[src/rtl/regfile_wb_sequencer.sv]
// regfile_wb_sequencer
//
// Purpose:
//   Turns one CPU write-back request, which carries an E destination and an
//   M destination, into at most two single-port register file writes on
//   consecutive cycles. A debug port can also inject register writes.
//   While the debug port is enabled, a starvation counter makes sure that a
//   pending debug request eventually wins over a continuous stream of CPU
//   requests.
//
// Configuration macro:
//   REGFILE_DBG_PORT_EN - when defined, the debug port is functional.
//                         When undefined, the debug inputs are ignored and
//                         dbg_gnt is tied low.
//
// Parameters:
//   STARVE_LIMIT - number of consecutive CPU grants given while dbg_req is
//                  pending before debug takes priority (legal 1..15).
//
// Ports:
//   clock      in   single clock; all state updates on its rising edge
//   reset      in   asynchronous active-high reset
//   wb_valid   in   CPU write-back request valid
//   dstE/dstM  in   [3:0] write-back destinations, 4'hF (RNONE) = no write
//   valE/valM  in   [63:0] write-back data
//   wb_ready   out  CPU request accepted when wb_valid && wb_ready at an edge
//   dbg_req    in   debug write request, held until dbg_gnt
//   dbg_addr   in   [3:0] debug write register
//   dbg_wdata  in   [63:0] debug write data
//   dbg_gnt    out  one-cycle debug grant pulse
//   rf_we      out  register file write enable
//   rf_waddr   out  [3:0] register file write address
//   rf_wdata   out  [63:0] register file write data
//   busy       out  high whenever the sequencer is not idle

module regfile_wb_sequencer #(
  parameter int STARVE_LIMIT = 4
) (
  input  logic        clock,
  input  logic        reset,
  input  logic        wb_valid,
  input  logic [3:0]  dstE,
  input  logic [3:0]  dstM,
  input  logic [63:0] valE,
  input  logic [63:0] valM,
  output logic        wb_ready,
  input  logic        dbg_req,
  input  logic [3:0]  dbg_addr,
  input  logic [63:0] dbg_wdata,
  output logic        dbg_gnt,
  output logic        rf_we,
  output logic [3:0]  rf_waddr,
  output logic [63:0] rf_wdata,
  output logic        busy
);

  localparam logic [3:0] RNONE = 4'hF;

`ifdef REGFILE_DBG_PORT_EN
  typedef enum logic [1:0] {
    IDLE = 2'd0,
    WR_E = 2'd1,
    WR_M = 2'd2,
    DBG  = 2'd3
  } state_t;

  localparam logic [3:0] LIMIT = 4'(STARVE_LIMIT);
`else
  typedef enum logic [1:0] {
    IDLE = 2'd0,
    WR_E = 2'd1,
    WR_M = 2'd2
  } state_t;
`endif

  state_t      state;
  state_t      next_state;

  logic [3:0]  dste_q;
  logic [3:0]  dstm_q;
  logic [63:0] vale_q;
  logic [63:0] valm_q;

  logic        accept;
  logic        e_need;
  logic        m_need;

  // When both destinations name the same register the M value is the
  // architecturally newer one, so the E write is dropped entirely and only
  // the M write is performed.
  assign e_need = (dstE != RNONE) && !((dstM != RNONE) && (dstE == dstM));
  assign m_need = (dstM != RNONE);
  assign accept = wb_valid && wb_ready;
  assign busy   = (state != IDLE);

`ifdef REGFILE_DBG_PORT_EN
  logic [3:0]  starve_cnt;
  logic [3:0]  dbg_addr_q;
  logic [63:0] dbg_wdata_q;
  logic        dbg_go;

  // Debug wins in IDLE either when the CPU is not asking, or when the CPU
  // has been granted STARVE_LIMIT times in a row while debug waited. In the
  // second case wb_ready is already low, so accept and dbg_go never overlap.
  assign wb_ready = (state == IDLE) && !(dbg_req && (starve_cnt == LIMIT));
  assign dbg_go   = (state == IDLE) && dbg_req &&
                    (!wb_valid || (starve_cnt == LIMIT));

  // Starvation counter: counts CPU acceptances while debug waits, saturates
  // at the limit, and restarts whenever debug gets served or withdraws.
  always_ff @(posedge clock or posedge reset) begin
    if (reset) begin
      starve_cnt <= 4'd0;
    end else if (!dbg_req || dbg_go) begin
      starve_cnt <= 4'd0;
    end else if (accept && (starve_cnt != LIMIT)) begin
      starve_cnt <= starve_cnt + 4'd1;
    end
  end

  // Debug request capture: the address and data are held while the single
  // DBG cycle drives the register file.
  always_ff @(posedge clock or posedge reset) begin
    if (reset) begin
      dbg_addr_q  <= 4'd0;
      dbg_wdata_q <= 64'd0;
    end else if (dbg_go) begin
      dbg_addr_q  <= dbg_addr;
      dbg_wdata_q <= dbg_wdata;
    end
  end
`else
  logic unused_dbg_inputs;

  // Without the debug port the debug inputs have no effect at all; they are
  // reduced into one named-unused signal so the port list stays identical.
  assign unused_dbg_inputs = ^{dbg_req, dbg_addr, dbg_wdata};
  assign wb_ready          = (state == IDLE);
  assign dbg_gnt           = 1'b0;
`endif

  // State register. Reset abandons any write still in flight.
  always_ff @(posedge clock or posedge reset) begin
    if (reset) begin
      state <= IDLE;
    end else begin
      state <= next_state;
    end
  end

  // CPU request capture: both destinations and both values are latched on
  // acceptance so the CPU is free to change its inputs during WR_E/WR_M.
  always_ff @(posedge clock or posedge reset) begin
    if (reset) begin
      dste_q <= 4'd0;
      dstm_q <= 4'd0;
      vale_q <= 64'd0;
      valm_q <= 64'd0;
    end else if (accept) begin
      dste_q <= dstE;
      dstm_q <= dstM;
      vale_q <= valE;
      valm_q <= valM;
    end
  end

  // Next-state logic. From WR_E the M write is still owed only if the
  // latched M destination is a real register; the same-register case never
  // reaches WR_E, so it needs no check here.
  always_comb begin
    next_state = state;
    case (state)
      IDLE: begin
        if (accept) begin
          if (e_need) begin
            next_state = WR_E;
          end else if (m_need) begin
            next_state = WR_M;
          end else begin
            next_state = IDLE;
          end
        end
`ifdef REGFILE_DBG_PORT_EN
        else if (dbg_go) begin
          next_state = DBG;
        end
`endif
      end
      WR_E: begin
        next_state = (dstm_q != RNONE) ? WR_M : IDLE;
      end
      WR_M: begin
        next_state = IDLE;
      end
      default: begin
        next_state = IDLE;
      end
    endcase
  end

  // Register file port decode. Outputs depend only on the registered state
  // and latched request, never on the live inputs, and are all zero when
  // no write cycle is in progress.
  always_comb begin
    rf_we    = 1'b0;
    rf_waddr = 4'd0;
    rf_wdata = 64'd0;
`ifdef REGFILE_DBG_PORT_EN
    dbg_gnt  = 1'b0;
`endif
    case (state)
      WR_E: begin
        rf_we    = 1'b1;
        rf_waddr = dste_q;
        rf_wdata = vale_q;
      end
      WR_M: begin
        rf_we    = 1'b1;
        rf_waddr = dstm_q;
        rf_wdata = valm_q;
      end
`ifdef REGFILE_DBG_PORT_EN
      DBG: begin
        dbg_gnt  = 1'b1;
        rf_we    = (dbg_addr_q != RNONE);
        rf_waddr = dbg_addr_q;
        rf_wdata = dbg_wdata_q;
      end
`endif
      default: begin
        rf_we    = 1'b0;
        rf_waddr = 4'd0;
        rf_wdata = 64'd0;
      end
    endcase
  end

endmodule

[config.mk]
export PLATFORM = sky130hd
export DESIGN_NAME = regfile_wb_sequencer
export DESIGN_NICKNAME = d
export VERILOG_FILES = /design/src/rtl/regfile_wb_sequencer.sv
export SDC_FILE = /design/constraint.sdc
export NUM_CORES = 1
export LEC_CHECK = 0
export ABC_AREA = 1
export CORE_MARGIN = 8
export CORE_UTILIZATION = 45
export CTS_CLUSTER_SIZE = 40
export DETAILED_ROUTE_END_ITERATION = 8
export PLACE_DENSITY = 0.95
export SYNTH_ARGS = -nofsm -noshare
export SYNTH_HDL_FRONTEND = slang
export SYNTH_SLANG_ARGS = --single-unit
[constraint.sdc]
create_clock -name clock -period 11.52 [get_ports clock]
set_input_delay 2.88 -clock clock [delete_from_list [all_inputs] [get_ports clock]]
set_output_delay 2.88 -clock clock [all_outputs]
set_load 0.005 [all_outputs]
==> impl.org <==
** Power
- Power spent charging and discharging nets :: 0.7883 mW
- Sequential share of power :: 36.0%
- Net switching is 32.96% of the power.
- In this run, the clock network consumes 23.8% of the power.
- Leakage power :: 3.663 nW
- The internal power of the cells totals 1.604 mW.
- Combinational logic burns 40.2% of the power.
- VDD sags by at most 146.9 uV.
- In this run the power density over the cells is 265.0 nW/um^2.

** Clock tree
- Clk pin slew, worst setup/hold paths :: 0.06 ns
- Post-CTS setup repair buffer count :: 0
- CTS built an H-tree with a depth of 4.
- The number of gates resized after CTS was 0.
- TritonCTS clock tree :: built
- In this run, post-CTS hold repair placed 0 buffers.
- Counting the buffers created by CTS gives 17.
- Clock sink total :: 138
- The longest clock path from root to sink contains 2 buffers.
- Clock Latency Late Sink :: 0.41 ns
- The cell sitting at the root of the clock tree is a sky130_fd_sc_hd__clkbuf_16.

** Final layout
- Post-Layout Cell Count :: 952
- Number of inserted filler cells in the final layout :: 1,035
- The area growth from synthesis to layout is 44.43%.
- Proportion of layout cells with a drive suffix above 1 :: 14.77%
- In the final design database the tool counted 970 nets.
- Cells fill 65.78% of the core in the end.
- 0 antenna diodes ended up in the layout.
- Summing all non-filler instances in the final layout gives an area of 9025 um^2.

** Detailed routing
- DR WL/cell :: 18.07 um
- In this run the remaining antenna-violating nets after routing total 0.
- For this block, the routed nets add up to 17.20 mm of wire.
- Dividing the detail-routed via count by the number of cells gives 5.181.
- Post-route DRC :: 0
- For this run, the detailed router's first-pass iteration total came to 4.
- For this block, the initial DRC count from the detailed router was 263.
- The detailed router placed 4,932 vias in this run.

** Synth
- Summing the areas of all compound-gate instances in the mapped netlist gives 6.187% of the synthesized area.
- Largest family of logic cells by synthesized area :: multiplexers
- Summing every instance area after synthesis gives 6248 um^2.
- Number of library cell types mapped by synthesis :: 21
- Post-synthesis average cell area :: 11.04 um^2
- Measured against the total synthesized area, the mux share comes to 23.43%.
- For this run, the number of Yosys warnings is 0.
- When the netlist entered floorplanning its net count stood at 777.
- After technology mapping, the gate count stands at 566.
- The synthesized design contains 138 register bits.
- Register area share after synthesis :: 55.27%
- Synth Area in Adders :: 0.6007%
- Parity-gate share of the synthesized area counting xor and xnor cells :: 0.1402%
- The synthesized netlist devotes 10.05% of its cell area to simple gates.

** Timing
- Fin Setup TNS :: 0 ns
- Headroom to the max-slew limit came out at 23.30%.
- Upper clock frequency limit :: 0.1721 GHz
- Transition time of the tightest slew-check pin :: 1.151 ns
- Post-Route Skew :: 0.004297 ns
- The worst path uses 50.42% of the clock period.
- Final worst path period need :: 5.809 ns
- Setup repair after global routing left no endpoint under its margin.
- The final hold violation count came to 0.
- Setup violations remaining at the end of the flow were counted as 0.
- Final max-slew violation count :: 0

** Critical path
- The startpoint identified for the worst register-to-register timing path is state[0].
- STA classifies the critical path startpoint as a flop.
- Critical Path Sink Type :: output pin
- For flop-to-flop paths, the worst setup slack is 9.27 ns.
- The number of cells on the worst reg-to-reg path is 4.
- In this run the worst setup path begins at state[1].
- CP Data Arrival Time :: 2.93 ns
- The critical path ends at rf_wdata[57].
- The endpoint identified for the worst register-to-register timing path is valm_q[46].
- Critical path data required time :: 8.64 ns
- The critical path in this run is classified as reg -> out.
- Worst-path maximum fanout :: 43

** Outcome
- The flow ran to the end, and the final reports show no timing, DRC or antenna violations.

** Die
- The floorplan step set the die width to 133.8 um.
- Vert. Die Dim :: 133.8 um
- Area of the die :: 17,910 um^2
- Starting Density :: 45.54%
- The floorplan has 43 rows.
- # IOs :: 280
- In this run the standard cell core region covers 13,720 um^2.

** Global routing
- Entering global routing, the biggest net connects 144 pins.
- Overflow left after global routing :: 0
- The initial antenna violation count came to 0.
- Wire length of the first global-routing pass :: 27.49 mm
- In the global route stage, overall resource usage came out at 19.60%.
- The number of global-route vias before repair came to 5,161.

** Placement
- Placed wire-length estimate :: 11.72 mm
- Number of cells in the design after placement :: 920
- Number of port buffers :: 209
- Cell area after placement :: 8398 um^2
- The congestion estimate from routability-driven global placement came to 0.7720.

** Run
- Max-cap violations in this run came to 0.

** Min path
- Worst hold-check path type :: reg -> reg
## cell usage after synthesis
master	n	area share [%]
sky130_fd_sc_hd__nand2_1	155	9.3
sky130_fd_sc_hd__nor2_1	6	0.36
sky130_fd_sc_hd__a21oi_1	70	5.6
sky130_fd_sc_hd__nand2_2	1	0.10
sky130_fd_sc_hd__conb_1	1	0.060
sky130_fd_sc_hd__buf_4	1	0.12
sky130_fd_sc_hd__dfrtp_1	138	55
sky130_fd_sc_hd__xnor2_1	1	0.14
sky130_fd_sc_hd__buf_6	7	1.3
sky130_fd_sc_hd__inv_2	1	0.060
sky130_fd_sc_hd__mux2_1	57	10
sky130_fd_sc_hd__nand3_1	1	0.080
sky130_fd_sc_hd__buf_2	15	1.2
sky130_fd_sc_hd__ha_1	3	0.60
sky130_fd_sc_hd__nand4_1	2	0.20
sky130_fd_sc_hd__clkbuf_1	15	0.90
sky130_fd_sc_hd__o21ai_0	6	0.48
sky130_fd_sc_hd__buf_1	1	0.060
sky130_fd_sc_hd__inv_1	11	0.66
sky130_fd_sc_hd__o22ai_1	1	0.10
sky130_fd_sc_hd__mux2_2	73	13
## logic make-up after synthesis
kind of cell | after synthesis
buf+inv | 51
xor+xnor | 1
mux | 130
compound gates | 77
flops | 138
simple gates | 165
fa+ha+maj | 3
other cells | 1
## flip-flops by register name, summed over array words and instances, names as in the netlist
signal,flops
vale_q,64
state,2
valm_q,64
dstm_q,4
dste_q,4
## metal layers
metal	part of all wire, %	global-route usage, %	vias to the layer above	routed length [um]
li1	-	-	2278	-
met1	38	21.67	2441	6539
met2	52	34.12	174	8963
met3	6.9	5.797	39	1190
met4	2.9	8.921	0	505
met5	0	0	-	0
## critical path: stages, from the launching register on
cell and delay, ns:
sky130_fd_sc_hd__dfrtp_1 0.39, sky130_fd_sc_hd__inv_1 0.09, sky130_fd_sc_hd__ha_2 0.58, sky130_fd_sc_hd__buf_4 0.54, sky130_fd_sc_hd__nand2_1 0.14, sky130_fd_sc_hd__a21oi_1 0.19
sky130_fd_sc_hd__clkdlybuf4s50_1 0.55
## worst min path at each step
stage,start,to,cells after the start
after global placement,dste_q[3],dste_q[3],2
after floorplan,dste_q[0],dste_q[0],2
after detailed placement,dste_q[3],dste_q[3],2
after CTS,dste_q[3],dste_q[3],2
after global routing,valm_q[55],valm_q[55],1
final,dste_q[3],dste_q[3],2
## layout by cell type, fill, tap and decap left out
cell type                         instances
sky130_fd_sc_hd__nand3_1                  1
sky130_fd_sc_hd__nand2_1                155
sky130_fd_sc_hd__clkinv_4                 5
sky130_fd_sc_hd__clkinv_2                 3
sky130_fd_sc_hd__mux2_1                  57
sky130_fd_sc_hd__clkbuf_16               17
sky130_fd_sc_hd__buf_4                    4
sky130_fd_sc_hd__clkdlybuf4s50_1        209
sky130_fd_sc_hd__dfrtp_1                138
sky130_fd_sc_hd__conb_1                   1
sky130_fd_sc_hd__inv_2                    1
sky130_fd_sc_hd__ha_1                     1
sky130_fd_sc_hd__inv_1                   10
sky130_fd_sc_hd__nand2_8                  1
sky130_fd_sc_hd__xnor2_1                  1
sky130_fd_sc_hd__inv_6                    1
sky130_fd_sc_hd__a21oi_1                 70
sky130_fd_sc_hd__bufinv_16                4
sky130_fd_sc_hd__ha_2                     2
sky130_fd_sc_hd__clkinvlp_4               3
sky130_fd_sc_hd__o22ai_1                  1
sky130_fd_sc_hd__nand4_1                  2
sky130_fd_sc_hd__mux2_2                  73
sky130_fd_sc_hd__o21ai_0                  6
sky130_fd_sc_hd__nor2_1                   6
## layout make-up
| class | instances | area, um^2 | area share (%) |
|---|---|---|---|
| repair buffers | 213 | 2122 | 23.51 |
| well taps | 180 | 225.2 | 2.495 |
| clock buffers | 17 | 425.4 | 4.714 |
| flip-flops and latches | 138 | 3453 | 38.26 |
| clock inverters | 15 | 201.4 | 2.232 |
| inverters | 12 | 50.05 | 0.5546 |
| multi-input cells | 377 | 2547 | 28.23 |
## power by group through the flow
stage	Clock (mW)	Sequential (mW)	Combinational, mW
floorplan	0	0.827	0.588
global placement	0	0.846	0.944
detailed placement	0	0.865	0.977
CTS	0.581	0.860	0.982
global route	0.601	0.891	1.05
finish	0.568	0.862	0.961
## metrics by stage
stage	worst slack [ns]	power, mW	hold WS [ns]
2_1_floorplan	4.944	1.415	0.4534
3_3_place_gp	6.161	1.789	0.4676
3_5_place_dp	6.096	1.842	0.4728
4_1_cts	5.647	2.423	0.4873
5_1_grt	5.533	2.546	0.5060
6_report	5.711	2.392	0.4819
(Power assumes the default switching activity.)
